$ cat src/rtl/rx_pcs_decoder_pkg.sv
// Shared definitions for the 64b/66b receive decoder: XGMII characters,
// block-type field values, 7-bit control codes and state encodings.
package rx_pcs_decoder_pkg;

    // XGMII characters
    localparam logic [7:0] XGMII_IDLE  = 8'h07;
    localparam logic [7:0] XGMII_START = 8'hFB;
    localparam logic [7:0] XGMII_TERM  = 8'hFD;
    localparam logic [7:0] XGMII_ERROR = 8'hFE;
    localparam logic [7:0] XGMII_SEQ   = 8'h9C;

    // Sync headers
    localparam logic [1:0] SH_DATA = 2'b01;
    localparam logic [1:0] SH_CTRL = 2'b10;

    // Block-type field values
    localparam logic [7:0] BT_CTRL   = 8'h1E;
    localparam logic [7:0] BT_START0 = 8'h78;
    localparam logic [7:0] BT_START4 = 8'h33;
    localparam logic [7:0] BT_OS0    = 8'h4B;
    localparam logic [7:0] BT_TERM0  = 8'h87;
    localparam logic [7:0] BT_TERM1  = 8'h99;
    localparam logic [7:0] BT_TERM2  = 8'hAA;
    localparam logic [7:0] BT_TERM3  = 8'hB4;
    localparam logic [7:0] BT_TERM4  = 8'hCC;
    localparam logic [7:0] BT_TERM5  = 8'hD2;
    localparam logic [7:0] BT_TERM6  = 8'hE1;
    localparam logic [7:0] BT_TERM7  = 8'hFF;

    // 7-bit control codes carried inside control blocks
    localparam logic [6:0] CODE_IDLE  = 7'h00;
    localparam logic [6:0] CODE_ERROR = 7'h1E;

    // Local-fault ordered set column: 9C,00,00,01 with only lane 0 as control
    localparam logic [31:0] LF_COLUMN = 32'h0100009C;
    localparam logic [3:0]  LF_CTL    = 4'b0001;

    typedef enum logic {
        RX_C = 1'b0,
        RX_D = 1'b1
    } seq_state_t;

    typedef enum logic [1:0] {
        BUF_EMPTY = 2'd0,
        BUF_LOWER = 2'd1,
        BUF_UPPER = 2'd2
    } buf_phase_t;

    // Map a 7-bit control code to its XGMII character; bit 8 flags an illegal code
    function automatic logic [8:0] map_ctrl_code(input logic [6:0] code);
        case (code)
            CODE_IDLE:  return {1'b0, XGMII_IDLE};
            CODE_ERROR: return {1'b0, XGMII_ERROR};
            default:    return {1'b1, XGMII_ERROR};
        endcase
    endfunction

endpackage

$ cat src/rtl/rx_pcs_decoder_block_decode.sv
// Combinational 66-bit block decoder: turns sync header + payload into eight
// XGMII lanes with per-lane control flags and classifies the block for the
// receive sequence FSM. Classification flags are cleared on illegal blocks.
module pcs_block_decode
    import rx_pcs_decoder_pkg::*;
(
    input  logic [1:0]  header,
    input  logic [63:0] block,
    output logic [63:0] data,
    output logic [7:0]  ctl,
    output logic        illegal,
    output logic        is_start,
    output logic        is_term,
    output logic        is_data
);

    // Payload octets shifted down past the type byte; octet i+1 sits in lane i
    logic [63:0] payload;
    logic [8:0]  code_map;
    logic [2:0]  term_lane;

    assign payload = {8'h00, block[63:8]};

    // Decode block type into lanes, ctl and classification
    always_comb begin
        data      = {8{XGMII_IDLE}};
        ctl       = 8'hFF;
        illegal   = 1'b0;
        is_start  = 1'b0;
        is_term   = 1'b0;
        is_data   = 1'b0;
        term_lane = 3'd0;
        code_map  = 9'd0;
        if (header == SH_DATA) begin
            data    = block;
            ctl     = 8'h00;
            is_data = 1'b1;
        end else if (header == SH_CTRL) begin
            case (block[7:0])
                BT_CTRL: begin
                    for (int i = 0; i < 8; i++) begin
                        code_map        = map_ctrl_code(block[8+7*i +: 7]);
                        data[8*i +: 8]  = code_map[7:0];
                        illegal         = illegal | code_map[8];
                    end
                end
                BT_START0: begin
                    data     = {block[63:8], XGMII_START};
                    ctl      = 8'h01;
                    is_start = 1'b1;
                end
                BT_START4: begin
                    for (int i = 0; i < 4; i++) begin
                        code_map        = map_ctrl_code(block[8+7*i +: 7]);
                        data[8*i +: 8]  = code_map[7:0];
                        illegal         = illegal | code_map[8];
                    end
                    data[39:32] = XGMII_START;
                    data[63:40] = block[63:40];
                    ctl         = 8'h1F;
                    is_start    = 1'b1;
                end
                BT_OS0: begin
                    data = {{4{XGMII_IDLE}}, block[31:8], XGMII_SEQ};
                    ctl  = 8'hF1;
                end
                BT_TERM0: begin is_term = 1'b1; term_lane = 3'd0; end
                BT_TERM1: begin is_term = 1'b1; term_lane = 3'd1; end
                BT_TERM2: begin is_term = 1'b1; term_lane = 3'd2; end
                BT_TERM3: begin is_term = 1'b1; term_lane = 3'd3; end
                BT_TERM4: begin is_term = 1'b1; term_lane = 3'd4; end
                BT_TERM5: begin is_term = 1'b1; term_lane = 3'd5; end
                BT_TERM6: begin is_term = 1'b1; term_lane = 3'd6; end
                BT_TERM7: begin is_term = 1'b1; term_lane = 3'd7; end
                default:  illegal = 1'b1;
            endcase
            // Terminate: data below /T/, idles above; trailing codes are not checked
            if (is_term) begin
                for (int i = 0; i < 8; i++) begin
                    if (i < int'(term_lane))
                        data[8*i +: 8] = payload[8*i +: 8];
                    else if (i == int'(term_lane))
                        data[8*i +: 8] = XGMII_TERM;
                    else
                        data[8*i +: 8] = XGMII_IDLE;
                end
                ctl = 8'hFF << term_lane;
            end
        end else begin
            illegal = 1'b1;
        end
        if (illegal) begin
            is_start = 1'b0;
            is_term  = 1'b0;
            is_data  = 1'b0;
        end
    end

endmodule

$ cat src/rtl/rx_pcs_decoder.sv
// 64b/66b receive decoder top: sequence FSM (RX_C/RX_D), two-column output
// buffer that splits each decoded block into lanes 0-3 then lanes 4-7,
// local-fault insertion while block lock is lost, and a saturating
// decode-error counter.
module rx_pcs_decoder
    import rx_pcs_decoder_pkg::*;
#(
    parameter int XGMII_DATA_WIDTH = 32,
    parameter int ERR_COUNT_WIDTH  = 16
) (
    input  logic                          rx_clk,
    input  logic                          rx_rst,
    input  logic [1:0]                    in_pcs_header,
    input  logic [63:0]                   in_pcs_block,
    input  logic                          in_pcs_valid,
    output logic                          out_pcs_ready,
    input  logic                          in_block_lock,
    output logic [XGMII_DATA_WIDTH-1:0]   out_xgmii_data,
    output logic [XGMII_DATA_WIDTH/8-1:0] out_xgmii_ctl,
    output logic                          out_xgmii_valid,
    input  logic                          in_xgmii_ready,
    output logic                          out_decode_error,
    output logic [ERR_COUNT_WIDTH-1:0]    out_decode_err_count
);

    logic [63:0] dec_word;
    logic [7:0]  dec_ctl;
    logic        dec_illegal;
    logic        dec_start;
    logic        dec_term;
    logic        dec_is_data;

    seq_state_t  state_q, state_d;
    buf_phase_t  phase_q, phase_d;
    logic [63:0] buf_data;
    logic [7:0]  buf_ctl;

    logic        load;
    logic        blk_take;
    logic        blk_bad;
    logic [63:0] load_data;
    logic [7:0]  load_ctl;

    pcs_block_decode u_decode (
        .header   (in_pcs_header),
        .block    (in_pcs_block),
        .data     (dec_word),
        .ctl      (dec_ctl),
        .illegal  (dec_illegal),
        .is_start (dec_start),
        .is_term  (dec_term),
        .is_data  (dec_is_data)
    );

    // A new block fits when the buffer is empty or its upper column leaves this cycle.
    // While unlocked the buffer refills with local fault whether or not a block is offered.
    assign out_pcs_ready = !rx_rst && (phase_q == BUF_EMPTY ||
                                       (phase_q == BUF_UPPER && in_xgmii_ready));
    assign load     = out_pcs_ready && (in_pcs_valid || !in_block_lock);
    assign blk_take = out_pcs_ready && in_pcs_valid && in_block_lock;

    // Sequence rules: decide next state and whether the taken block becomes /E/
    always_comb begin
        state_d = state_q;
        blk_bad = 1'b0;
        if (!in_block_lock) begin
            state_d = RX_C;
        end else if (blk_take) begin
            if (dec_illegal) begin
                blk_bad = 1'b1;
                state_d = RX_C;
            end else begin
                case (state_q)
                    RX_C: begin
                        if (dec_start)
                            state_d = RX_D;
                        else if (dec_is_data || dec_term)
                            blk_bad = 1'b1;
                    end
                    RX_D: begin
                        if (dec_term) begin
                            state_d = RX_C;
                        end else if (!dec_is_data) begin
                            blk_bad = 1'b1;
                            state_d = RX_C;
                        end
                    end
                    default: state_d = RX_C;
                endcase
            end
        end
    end

    // Select the 64-bit word entering the buffer
    always_comb begin
        load_data = dec_word;
        load_ctl  = dec_ctl;
        if (!in_block_lock) begin
            load_data = {LF_COLUMN, LF_COLUMN};
            load_ctl  = {LF_CTL, LF_CTL};
        end else if (blk_bad) begin
            load_data = {8{XGMII_ERROR}};
            load_ctl  = 8'hFF;
        end
    end

    // Buffer phase: lower column first, upper after it is taken
    always_comb begin
        phase_d = phase_q;
        case (phase_q)
            BUF_EMPTY: if (load) phase_d = BUF_LOWER;
            BUF_LOWER: if (in_xgmii_ready) phase_d = BUF_UPPER;
            BUF_UPPER: if (in_xgmii_ready) phase_d = load ? BUF_LOWER : BUF_EMPTY;
            default:   phase_d = BUF_EMPTY;
        endcase
    end

    // State, phase and buffer registers
    always_ff @(posedge rx_clk or posedge rx_rst) begin
        if (rx_rst) begin
            state_q  <= RX_C;
            phase_q  <= BUF_EMPTY;
            buf_data <= {8{XGMII_IDLE}};
            buf_ctl  <= 8'hFF;
        end else begin
            state_q <= state_d;
            phase_q <= phase_d;
            if (load) begin
                buf_data <= load_data;
                buf_ctl  <= load_ctl;
            end
        end
    end

    // Error pulse and saturating error count
    always_ff @(posedge rx_clk or posedge rx_rst) begin
        if (rx_rst) begin
            out_decode_error     <= 1'b0;
            out_decode_err_count <= '0;
        end else begin
            out_decode_error <= blk_bad;
            if (blk_bad && out_decode_err_count != {ERR_COUNT_WIDTH{1'b1}})
                out_decode_err_count <= out_decode_err_count + 1'b1;
        end
    end

    assign out_xgmii_valid = (phase_q != BUF_EMPTY);
    assign out_xgmii_data  = (phase_q == BUF_UPPER) ? buf_data[63:32] : buf_data[31:0];
    assign out_xgmii_ctl   = (phase_q == BUF_UPPER) ? buf_ctl[7:4]    : buf_ctl[3:0];

endmodule
$ cat config.mk
export PLATFORM = sky130hd
export DESIGN_NAME = rx_pcs_decoder
export DESIGN_NICKNAME = d
export VERILOG_FILES = /design/src/rtl/rx_pcs_decoder_pkg.sv /design/src/rtl/rx_pcs_decoder_block_decode.sv /design/src/rtl/rx_pcs_decoder.sv
export SDC_FILE = /design/constraint.sdc
export NUM_CORES = 1
export LEC_CHECK = 0
export BUFFER_PORTS_ARGS = -buffer_cell sky130_fd_sc_hd__buf_4
export CAP_MARGIN = 20
export CORE_MARGIN = 2
export CORE_UTILIZATION = 60
export CTS_BUF_LIST = sky130_fd_sc_hd__clkbuf_4 sky130_fd_sc_hd__clkbuf_8 sky130_fd_sc_hd__clkbuf_16
export CTS_CLUSTER_DIAMETER = 150
export CTS_CLUSTER_SIZE = 10
export DETAILED_ROUTE_END_ITERATION = 8
export PLACE_DENSITY = 0.9
export SYNTH_ARGS = -nofsm -noshare
export SYNTH_HDL_FRONTEND = slang
export SYNTH_SLANG_ARGS = --single-unit
$ cat constraint.sdc
create_clock -name rx_clk -period 7.4 [get_ports rx_clk]
set_input_delay 1.48 -clock rx_clk [delete_from_list [all_inputs] [get_ports rx_clk]]
set_output_delay 1.48 -clock rx_clk [all_outputs]
set_load 0.05 [all_outputs]
==> reports/results.txt <==
Clk sink count = 92
Final Hold Viols = 0
Switching Power = 799 µW
DRC Markers = 0
Post-synth top flop = dfrtp_1
H-tree level count = 3
Core area = 9680 µm²
Routability congestion estimate = 1.07
Max clock buf depth = 2
Comb pwr share = 0.420
Post-CTS sizing = 0
Placed Instances = 898
DR WL/cell = 23.7 µm
Startpoint Class = input port
Count of buffers from port buffering = 125
Reg power frac = 0.374
Slew at the pin closest to its max-slew limit = 1.07 ns
Clock skew = 0.0106 ns
Net Sw Frac = 0.409
Netlist cell types = 70
Top area cells in the synthesized netlist = dfrtp_1, dfstp_2, mux2_2, nand2_1, nor2_1
Cell mode on critical path = nand2_1
Ys async rst share = 1.00
Die area = 10,700 µm²
Final min period = 4.43 ns
Yosys top cell by area = dfrtp_1
Syn Area/Cell = 8.85 µm²
Clk_lat worst skew = 0.38 ns
Via Count = 6,307
Worst path arrival time = 4.70 ns
Syn. warnings = 0
Largest net degree at the start of global routing = 61
Post-DRT Antenna Nets = 0
Fraction of layout cells with a size suffix above 1 = 0.306
Drt pass-1 iters = 6
Data required, critical path = 7.67 ns
Power share of the clock group = 0.206
Setup TNS Final = 0 ns
Post-DP HPWL = 16.2 mm
1st-iter DRT viols = 699
Critical path, cell by cell = buf_4 > nor4bb_1 > nand2_1 > o21ai_0 > nor3_1 > a21oi_1 > nand2_1 > nor2_1 > mux2_2
RSZ-0062 raised after global routing = no
Worst rel slew slack = 0.281
FMAX = 0.226 GHz
Synthesized flop and latch total = 92
Final setup viols = 0
Initial antenna violation count = 0
WP buf/inv = 1
Global-route wire length before repair = 32.2 mm
Hold buffers post-CTS = 0
Run status = finished, final reports clean
P_int = 1.16 mW
P&R area growth vs syn = 21.5%
Total GRT Usage = 0.405
Leak = 3.07 nW
Post-CTS setup buffer count = 0
Design Area, Final = 7210 µm²
Most common library cells after synthesis = nand2_1, nor2_1, dfrtp_1, o21ai_0, mux2_2
Most numerous cell in the Yosys netlist = nand2_1
Grt ovf = 0
Sequential area share after synthesis = 0.395
CTS tree = yes
Yosys top cell area share = 0.253
Post-Synthesis Cells = 670
CTS root buffer = clkbuf_8
Fin. max-slew vios = 0
Starting Density = 0.612
CP top delay family = simple AND/OR/NAND/NOR gates
Final worst path period share = 0.598
Core Rows = 36
Final core occ = 0.744
DP Area = 6940 µm²
Tot Pwr = 1.95 mW
CP Class = input port to register
Routed vias/inst = 6.89
Crit-path max cell delay = 0.61 ns
Syn_nets = 742
I/O Pins = 126
Number of buffers created by CTS = 9
Largest fanout on the critical path = 24
CTS clock-pin slew for the worst setup and hold paths = 0.09 ns
EDFF count, synth = 0
Total of max-cap violations = 0
Type of element capturing the critical path = register
Cell Pwr Density = 271 nW/µm²
Path category of the worst min-delay check = register to register
Die W = 103 µm
Post-synthesis instance area = 5930 µm²
Chip height = 103 µm
VDD IR max = 211 µV
Final nets = 849
Vias in the first global route = 5,735
# diodes = 0
Post-Layout Cell Count = 915
Slowest stage cell, crit path = nand2_1
Post-Route WL = 21.7 mm
final timing paths:
check	from	end	slack [ns]	depth (start not counted)
setup / recovery	in_pcs_block[2]	out_decode_err_count[14]	2.97	9
setup reg to reg	phase_q[0]	out_decode_err_count[14]	3.80	8
hold reg to reg	buf_data[23]	buf_data[23]	0.49	2
max in group asynchronous	rx_rst	buf_data[60]	5.09	3
min in group asynchronous	rx_rst	phase_q[0]	1.21	2
hold / removal	buf_data[23]	buf_data[23]	0.49	2
worst min-delay path, stage by stage, from the launching register on:
cell	delay, ns
dfrtp_1	0.35
nand2_1	0.04
o21ai_0	0.06
layout by cell type, fill, tap and decap left out, types with 7 or more instances in the layout:
cell type,n
a2111oi_0,10
a211oi_1,9
a21oi_1,30
a221o_1,7
a22o_1,7
a22oi_1,13
a31oi_1,7
and3_1,9
buf_4,131
clkbuf_8,9
dfrtp_1,60
dfstp_2,32
inv_1,10
mux2_2,38
nand2_1,74
nand2b_1,15
nand3_1,25
nand4_1,20
nor2_1,67
nor3_1,18
o211ai_1,11
o21ai_0,40
o21ai_1,10
o221ai_1,10
or4_1,8
or4bb_1,7
xor2_1,9
through the flow:
| step | worst slack, ns | hold WS (ns) |
|---|---|---|
| floorplan | 2.90 | 0.446 |
| global placement | 2.83 | 0.462 |
| detailed placement | 2.70 | 0.473 |
| CTS | 3.10 | 0.487 |
| global route | 2.78 | 0.517 |
| finish | 2.97 | 0.487 |
power by group through the flow:
stage / clock network [mW] / registers [mW] / logic [mW]
after CTS: 0.403 / 0.729 / 0.807
after detailed placement: 0 / 0.737 / 0.804
after global placement: 0 / 0.728 / 0.794
after floorplan: 0 / 0.749 / 0.526
after global routing: 0.423 / 0.743 / 0.861
final: 0.403 / 0.732 / 0.820
registers in the layout (all words and copies together) (netlist names):
| signal | cells |
|---|---|
| buf_data | 64 |
| state_q | 1 |
| out_decode_error | 1 |
| buf_ctl | 8 |
| phase_q | 2 |
| out_decode_err_count | 16 |
area by class of cell:
type	count	area (µm²)
sequential	92	2340
inverter	11	42.5
timing repair buffer	132	1010
clock inverter	5	83.8
tap	133	166
clock buffer	11	156
multi-input combinational	531	3400
fill	716	2480
layer usage:
layer | wire length [µm] | global-route usage | vias up
met1 | 8440 | 0.548 | 3015
met3 | 2610 | 0.0988 | 78
met4 | 883 | 0.179 | 0
li1 | - | - | 2734
met2 | 9780 | 0.618 | 480
met5 | 0 | 0 | -
cell families after synthesis:
kind of cell / share of synthesized area
AO/OA/AOI/OAI: 0.227
XOR/XNOR: 0.0192
adder cells (fa/ha/maj): 0.00211
buffers and inverters: 0.0340
flip-flops: 0.395
multiplexers: 0.0739
AND/OR/NAND/NOR: 0.249
Note: power is estimated with default switching activity, not from simulation.
